[src/rtl/sram_bus_sched.sv]
// External SRAM cycle sequencer: CPU has absolute priority, ICD and DMA share
// the remaining slots round-robin. Every access is SETUP, STROBE_CYC strobe cycles, HOLD.
module sram_bus_sched #(
  parameter int ADDR_W     = 21,
  parameter int STROBE_CYC = 2
) (
  input  logic              clk6x,
  input  logic              rst,
  input  logic              cpu_req,
  input  logic [ADDR_W-1:0] cpu_addr,
  input  logic              cpu_wr,
  input  logic [7:0]        cpu_wdata,
  output logic              cpu_done,
  input  logic              aux_block,
  input  logic              icd_req,
  input  logic [ADDR_W-1:0] icd_addr,
  input  logic              icd_wr,
  input  logic [7:0]        icd_wdata,
  output logic              icd_ack,
  input  logic              dma_req,
  input  logic [ADDR_W-1:0] dma_addr,
  input  logic              dma_wr,
  input  logic [7:0]        dma_wdata,
  output logic              dma_ack,
  input  logic [7:0]        mem_rdata,
  output logic [7:0]        rdata,
  output logic [ADDR_W-1:0] mem_addr,
  output logic [7:0]        mem_wdata,
  output logic              mem_wdata_oe,
  output logic              m1cs_n,
  output logic              mrd_n,
  output logic              mwr_n
);
  typedef struct packed {
    logic [ADDR_W-1:0] addr;
    logic              wr;
    logic [7:0]        wdata;
  } req_t;

  typedef enum logic [1:0] {IDLE, SETUP, STROBE, HOLD} state_t;
  typedef enum logic [1:0] {OWN_CPU, OWN_ICD, OWN_DMA} own_t;

  localparam logic [2:0] LAST = 3'(STROBE_CYC - 1);

  state_t     state_q, state_d;
  own_t       owner_q, grant_own;
  logic [2:0] cnt_q;
  logic       cur_wr_q;
  logic       cpu_pend_q;
  req_t       pend_q;
  logic       rr_q, rr_d;
  logic       grant;
  req_t       grant_req, cpu_in, icd_in, dma_in;
  logic       arb_ok, icd_v, dma_v, pick_icd, last_strobe, nxt_wr;

  assign cpu_in = '{addr: cpu_addr, wr: cpu_wr, wdata: cpu_wdata};
  assign icd_in = '{addr: icd_addr, wr: icd_wr, wdata: icd_wdata};
  assign dma_in = '{addr: dma_addr, wr: dma_wr, wdata: dma_wdata};

  assign arb_ok = (state_q == IDLE) || (state_q == HOLD);
  // The aux owner still holds its request during its own HOLD; mask it so the
  // same transfer is not granted twice.
  assign icd_v    = icd_req && !(state_q == HOLD && owner_q == OWN_ICD);
  assign dma_v    = dma_req && !(state_q == HOLD && owner_q == OWN_DMA);
  assign pick_icd = icd_v && (!dma_v || !rr_q);
  assign last_strobe = (state_q == STROBE) && (cnt_q == LAST);

  // rr_q: 0 = ICD preferred, 1 = DMA preferred; only moves when both contend.
  always_comb begin
    grant     = 1'b0;
    grant_own = OWN_CPU;
    grant_req = cpu_in;
    rr_d      = rr_q;
    if (arb_ok) begin
      if (cpu_req || cpu_pend_q) begin
        grant     = 1'b1;
        grant_req = cpu_req ? cpu_in : pend_q;
      end else if (!aux_block && (icd_v || dma_v)) begin
        grant     = 1'b1;
        grant_own = pick_icd ? OWN_ICD : OWN_DMA;
        grant_req = pick_icd ? icd_in : dma_in;
        if (icd_v && dma_v) rr_d = pick_icd;
      end
    end
  end

  always_comb begin
    state_d = state_q;
    case (state_q)
      IDLE:    if (grant) state_d = SETUP;
      SETUP:   state_d = STROBE;
      STROBE:  if (cnt_q == LAST) state_d = HOLD;
      HOLD:    state_d = grant ? SETUP : IDLE;
      default: state_d = IDLE;
    endcase
  end

  assign nxt_wr = grant ? grant_req.wr : cur_wr_q;

  always_ff @(posedge clk6x) begin
    if (rst) begin
      state_q      <= IDLE;
      owner_q      <= OWN_CPU;
      cnt_q        <= '0;
      cur_wr_q     <= 1'b0;
      cpu_pend_q   <= 1'b0;
      pend_q       <= '0;
      rr_q         <= 1'b0;
      mem_addr     <= '0;
      mem_wdata    <= '0;
      mem_wdata_oe <= 1'b0;
      m1cs_n       <= 1'b1;
      mrd_n        <= 1'b1;
      mwr_n        <= 1'b1;
      rdata        <= '0;
      cpu_done     <= 1'b0;
      icd_ack      <= 1'b0;
      dma_ack      <= 1'b0;
    end else begin
      state_q <= state_d;
      rr_q    <= rr_d;
      cnt_q   <= (state_q == STROBE) ? cnt_q + 3'd1 : 3'd0;
      if (grant) begin
        owner_q   <= grant_own;
        cur_wr_q  <= grant_req.wr;
        mem_addr  <= grant_req.addr;
        mem_wdata <= grant_req.wdata;
      end
      // A CPU strobe that is not granted this cycle waits in the pend slot.
      if (grant && grant_own == OWN_CPU) begin
        cpu_pend_q <= 1'b0;
      end else if (cpu_req) begin
        cpu_pend_q <= 1'b1;
        pend_q     <= cpu_in;
      end
      // Pin outputs are registered from the next state so they line up with it.
      m1cs_n       <= (state_d == IDLE);
      mem_wdata_oe <= (state_d != IDLE) && nxt_wr;
      mrd_n        <= !((state_d == STROBE) && !nxt_wr);
      mwr_n        <= !((state_d == STROBE) && nxt_wr);
      if (last_strobe && !cur_wr_q) rdata <= mem_rdata;
      cpu_done <= last_strobe && (owner_q == OWN_CPU);
      icd_ack  <= last_strobe && (owner_q == OWN_ICD);
      dma_ack  <= last_strobe && (owner_q == OWN_DMA);
    end
  end
endmodule

[config.mk]
export PLATFORM = sky130hd
export DESIGN_NAME = sram_bus_sched
export DESIGN_NICKNAME = d
export VERILOG_FILES = /design/src/rtl/sram_bus_sched.sv
export SDC_FILE = /design/constraint.sdc
export NUM_CORES = 1
export LEC_CHECK = 0
export CAP_MARGIN = 20
export CORE_UTILIZATION = 31
export CTS_BUF_LIST = sky130_fd_sc_hd__clkbuf_8
export CTS_CLUSTER_SIZE = 24
export DETAILED_ROUTE_END_ITERATION = 12
export PLACE_DENSITY_LB_ADDON = 0.25
export SLEW_MARGIN = 20
export SYNTH_ARGS = -nofsm -noshare
export SYNTH_HDL_FRONTEND = slang
export SYNTH_SLANG_ARGS = --single-unit
[constraint.sdc]
create_clock -name clk6x -period 4.3 [get_ports clk6x]
set_clock_uncertainty 0.15 [all_clocks]
set_input_delay 0.86 -clock clk6x [delete_from_list [all_inputs] [get_ports clk6x]]
set_output_delay 0.86 -clock clk6x [all_outputs]
set_load 0.01 [all_outputs]
==> results.sh, run 1 <==
export IMPL_status="complete, no violations"
export IMPL_fp_coreArea_um2=14100
export IMPL_max_freq_ghz=0.326
export IMPL_cts_tree="built"
export IMPL_antenna_found_initial=0
export IMPL_multi_input_area_um2=2560
export IMPL_yosysUniqueCellTypes=46
export IMPL_crit_slowest_cell="nor2_2"
export IMPL_ys_top_cells_by_count="nand2_1, dfxtp_1, a21oi_1"
export IMPL_netlist_area_um2=4540
export IMPL_rows=43
export IMPL_cts_buffer_depth=2
export IMPL_grt_pass1_vias=4718
export IMPL_leakage_uw=0.00216
export IMPL_die_h_um=123
export IMPL_end_kind="flip-flop"
export IMPL_fillers=1442
export IMPL_drt_total_wl_mm=14.9
export IMPL_async_flop_share=0
export IMPL_path_clk_slew_ps=90
export IMPL_ios=148
export IMPL_yosysTopAreaCell="dfxtp_1"
export IMPL_rr_startpoint="state_q[1]"
export IMPL_start_util=0.322
export IMPL_wl_per_cell_um=16.5
export IMPL_yosysSeqAreaShare=0.370
export IMPL_grt_pass1_wl_mm=23.2
export IMPL_yosysMostFrequentCell="nand2_1"
export IMPL_worstMarginPinSlew_ps=1020
export IMPL_synth_edf_count=0
export IMPL_setup_tns_ps=0
export IMPL_path_cells="clkdlybuf4s50_1 -> and4bb_4 -> nor4_2 -> buf_4 -> nor2_2 -> a22oi_1 -> a21oi_1"
export IMPL_via_per_inst=5.43
export IMPL_design_area_um2=6310
export IMPL_drt_iter0_drc=330
export IMPL_dp_hpwl_mm=10.3
export IMPL_setup_viol=0
export IMPL_track_usage=0.196
export IMPL_worst_path_max_fanout=20
export IMPL_post_cts_buffers=0
export IMPL_first_pass_iters=5
export IMPL_die_w_um=123
export IMPL_final_nets=823
export IMPL_grt_overflow_total=0
export IMPL_grt_max_degree=42
export IMPL_diodes=0
export IMPL_cpPeakStageDelay_ps=770
export IMPL_cts_sinks=84
export IMPL_pwr_density_cell_nw_per_um2=475
export IMPL_hold_viol=0
export IMPL_startpoint="dma_req"
export IMPL_synth_seq_cells=84
export IMPL_reg2reg_depth=6
export IMPL_cp_data_arrival_time_ps=3200
export IMPL_clockRootBuffer="clkbuf_8"
export IMPL_rsz0062_at_grt="no"
export IMPL_synth_warning_count=0
export IMPL_area_growth_pct=39.0
export IMPL_ys_flop_type="dfxtp_1"
export IMPL_path_depth=7
export IMPL_fin_util=0.448
export IMPL_postLayoutSetupSlackWorst_ps=1230
export IMPL_netlist_instances=598
export IMPL_peakVddDrop_v=0.000221
export IMPL_drv_cap=0
export IMPL_fin_crit_sh=0.714
export IMPL_route_detailed_drc=0
export IMPL_place_gp_congestion=0.801
export IMPL_relSlewSlack=0.318
export IMPL_register_area_um2=1680
export IMPL_dieArea_um2=15100
export IMPL_cts_buffers=9
export IMPL_clk_latency_ps=350
export IMPL_worstPathRequired_ps=4430
export IMPL_ant_nets=0
export IMPL_placed_area_um2=6110
export IMPL_cts_resized=0
export IMPL_netlist_area_leader_share=0.370
export IMPL_avgSynthCellArea_um2=7.59
export IMPL_critPathTopFamily="simple AND/OR/NAND/NOR gates"
export IMPL_worstSetupEndpoint="mem_wdata[1]"
export IMPL_worstHoldPathType="reg -> reg"
export IMPL_crit_path_start_kind="input pin"
export IMPL_vias=4878
export IMPL_reg2reg_to="pend_q[17]"
export IMPL_ff2ff_setup_slack_ps=1470
export IMPL_syn_nets=707
export IMPL_cts_hold_buf=0
export IMPL_synth_area_top_cells="dfxtp_1, nand2_1, a21oi_1"
export IMPL_critPathKind="in -> reg"
export IMPL_drive_gt1_frac=0.0556
export IMPL_io_buffers=147
export IMPL_path_buf_inv=2
export IMPL_hold_depth=2
export IMPL_dp_slack_ps=891
export IMPL_min_period_ps=3070
export IMPL_drv_slew=0
export IMPL_htreeDepth=3
[power breakdown]
group	total, uW	internal, uW	switching [uW]
Combinational	1320	600	716
Sequential	1100	963	139
Clock	580	272	308
[worst min-delay path: stages (launching register included)]
cell	delay, ps
dfxtp_1	320
nand2_1	50
a21oi_1	50
[metrics by stage]
stage	std cells	hold WS, ps	power [uW]
6_report	899	310	3000
5_1_grt	899	325	3210
4_1_cts	899	311	3020
3_5_place_dp	883	297	2430
3_3_place_gp	883	282	2390
2_1_floorplan	598	271	1900
[flip-flops by register name, summed over array words and instances, names as in the netlist, 2 cells and up]
name       flops
rdata          8
mem_addr      21
owner_q        2
pend_q        30
cnt_q          3
state_q        2
mem_wdata      8
[cells by family (layout without fill, tap and decap cells)]
logic type	Yosys count	in the layout	share of synthesized area
AND/OR/NAND/NOR	214	214	0.216
XOR/XNOR	3	3	0.00579
AO/OA/AOI/OAI	204	204	0.301
multiplexers	8	8	0.0176
buffers and inverters	80	201	0.0752
flip-flops	84	84	0.370
adder cells (fa/ha/maj)	5	5	0.0138
[area by class of cell]
type	count	area share
Multi-Input combinational cell	434	0.405
Sequential cell	84	0.267
Timing Repair Buffer	158	0.245
Tap cell	180	0.0357
Clock buffer	9	0.0196
Inverter	27	0.0161
Clock inverter	7	0.0121
[cells in the final DEF, fill, tap and decap left out, types with 11 or more instances in the layout]
cell type,synthesis,final
nand2_1,128,128
dfxtp_1,84,84
buf_4,1,11
or3_1,21,21
clkdlybuf4s50_1,0,145
o21ai_0,24,24
a21oi_1,79,79
a221oi_1,22,21
inv_1,26,26
a22oi_1,22,22
o311ai_0,20,20
nor2_1,29,27
nor2b_1,12,12
[how the worst min path moves through the flow]
stage | slack, ps | startpoint | endpoint
2_1_floorplan | 270 | cnt_q[0] | cnt_q[0]
3_3_place_gp | 280 | cnt_q[0] | cnt_q[0]
3_5_place_dp | 300 | pend_q[26] | pend_q[26]
4_1_cts | 310 | pend_q[26] | pend_q[26]
5_1_grt | 330 | pend_q[21] | pend_q[21]
6_report | 310 | pend_q[25] | pend_q[25]
[metal layers]
metal	track usage	share of wire
met5	0	0
met4	0.0572	0.015
met1	0.248	0.45
met3	0.0378	0.076
met2	0.337	0.46
(Power assumes the default switching activity.)
==> inputs of run 2 (changes only) <==
==> constraint.sdc (replaced) <==
create_clock -name clk6x -period 3.2 [get_ports clk6x]
set_clock_uncertainty 0.15 [all_clocks]
set_input_delay 0.64 -clock clk6x [delete_from_list [all_inputs] [get_ports clk6x]]
set_output_delay 0.64 -clock clk6x [all_outputs]
set_load 0.01 [all_outputs]
==> run 2 against run 1 <==
Against the previous run: routed wire length decreased by 0.52%; first-iteration DRC count fell by 0.61%; via count grew 0.41%; setup slack worse by 720 ps; count of clock-buffer cells in the layout increased by 1; critical path depth decreased by 1; sequential power up 33%; hold slack worse by 3.1 ps; critical endpoint is now mem_addr[8]; largest power group unchanged.
==> results.sh, run 2 (synthesis results as in run 1) <==
export IMPL_pwr_density_cell_nw_per_um2=643
export IMPL_worstPathRequired_ps=3340
export IMPL_use_met2=0.349
export IMPL_worstMarginPinSlew_ps=1020
export IMPL_final_common_cell="clkdlybuf4s50_1"
export IMPL_startpoint="icd_req"
export IMPL_crit_slowest_cell="nor2_2"
export IMPL_peakVddDrop_v=0.000324
export IMPL_hold_start="pend_q[25]"
export IMPL_io_buffers=147
export IMPL_met1_usage=0.248
export IMPL_htreeDepth=3
export IMPL_relSlewSlack=0.318
export IMPL_route_detailed_drc=0
export IMPL_path_cells="clkdlybuf4s50_1 -> and4bb_1 -> nor4_2 -> nor2_2 -> a22oi_1 -> a21oi_1"
export IMPL_first_pass_iters=8
export IMPL_fin_crit_sh=0.840
export IMPL_post_cts_buffers=0
export IMPL_cts_buffer_depth=2
export IMPL_cts_hold_buf=0
export IMPL_crit_path_start_kind="input pin"
export IMPL_final_cell_mix="clkdlybuf4s50_1, nand2_1, dfxtp_1"
export IMPL_cts_buffers=9
export IMPL_hold_viol=0
export IMPL_clockRootBuffer="clkbuf_8"
export IMPL_largest_reg_flops=30
export IMPL_dp_slack_ps=180
export IMPL_leakage_uw=0.00223
export IMPL_hold_depth=2
export IMPL_grt_pass1_wl_mm=23.3
export IMPL_dp_hpwl_mm=10.6
export IMPL_fp_coreArea_um2=14100
export IMPL_critPathKind="in -> reg"
export IMPL_drt_iter0_drc=328
export IMPL_die_h_um=123
export IMPL_placed_area_um2=6200
export IMPL_vias=4898
export IMPL_grt_pass1_vias=4703
export IMPL_drv_cap=0
export IMPL_largest_registers="pend_q (30), mem_addr (21)"
export IMPL_area_growth_pct=41.3
export IMPL_clockPowerShare=0.203
export IMPL_final_nets=833
export IMPL_status="complete, no violations"
export IMPL_cts_tree="built"
export IMPL_grt_overflow_total=0
export IMPL_rsz0062_at_grt="no"
export IMPL_track_usage=0.198
export IMPL_grt_max_degree=38
export IMPL_setup_tns_ps=0
export IMPL_switching_power_uw=1530
export IMPL_power_internal_uw=2600
export IMPL_ant_nets=0
export IMPL_cts_resized=0
export IMPL_clk_latency_ps=360
export IMPL_p_sw_frac=0.371
export IMPL_ios=148
export IMPL_place_gp_congestion=0.814
export IMPL_path_clk_slew_ps=80
export IMPL_worstHoldPathType="reg -> reg"
export IMPL_reg2reg_depth=6
export IMPL_drive_gt1_frac=0.0645
export IMPL_rows=43
export IMPL_grt_use_met3=0.0424
export IMPL_cp_data_arrival_time_ps=2830
export IMPL_start_util=0.322
export IMPL_drt_total_wl_mm=14.8
export IMPL_max_freq_ghz=0.372
export IMPL_antenna_found_initial=1
export IMPL_die_w_um=123
export IMPL_seq_power_share=0.354
export IMPL_worst_path_max_fanout=20
export IMPL_drv_slew=0
export IMPL_busiest_layer="met2"
export IMPL_min_period_ps=2690
export IMPL_postLayoutSetupSlackWorst_ps=512
export IMPL_cpPeakStageDelay_ps=790
export IMPL_end_kind="flip-flop"
export IMPL_largest_register="pend_q"
export IMPL_diodes=0
export IMPL_cts_sinks=84
export IMPL_design_area_um2=6410
export IMPL_setup_viol=0
export IMPL_dieArea_um2=15100
export IMPL_p_comb_frac=0.443
export IMPL_via_per_inst=5.39
export IMPL_rr_startpoint="state_q[1]"
export IMPL_wl_per_cell_um=16.3
[run 2: power groups by stage]
| stage | Clock [uW] | Sequential (uW) | Combinational (uW) |
|---|---|---|---|
| after floorplan | 0 | 1510 | 1040 |
| after global placement | 0 | 1470 | 1780 |
| after detailed placement | 0 | 1480 | 1820 |
| after CTS | 862 | 1460 | 1830 |
| after global routing | 903 | 1490 | 2020 |
| final | 838 | 1460 | 1830 |
[run 2: layout make-up]
cell class / count / area, um^2
clock buffer: 10 / 138
sequential: 84 / 1680
clock inverter: 6 / 80.1
multi-input combinational: 434 / 2560
inverter: 27 / 101
timing repair buffer: 168 / 1630
tap: 180 / 225
fill: 1400 / 7680
[run 2: worst max-delay path: cells and delay by family]
kind / cells / cell delay, ps
compound gates: 2 / 390
buf+inv: 1 / 460
simple gates: 3 / 1320
[run 2: path summary, 6_finish.rpt]
| path | end | slack, ps |
|---|---|---|
| setup / recovery | mem_addr[8] | 510 |
| setup reg to reg | mem_addr[8] | 630 |
| hold reg to reg | pend_q[25] | 310 |
| hold / removal | pend_q[25] | 310 |
[run 2: stage by stage]
stage | cells | total power, uW | hold WS (ps) | util
final | 909 | 4130 | 307 | 0.455
after global routing | 909 | 4420 | 327 | 0.455
after CTS | 909 | 4150 | 309 | 0.455
after detailed placement | 893 | 3300 | 295 | 0.440
after global placement | 893 | 3250 | 282 | 0.440
after floorplan | 598 | 2550 | 271 | -
[run 2: layer usage]
layer,share of wire,routed length (um),vias up
li1,-,-,2404
met1,0.43,6360,2263
met2,0.48,7110,217
met3,0.081,1200,12
met4,0.0069,102,2
met5,0.00081,12,-
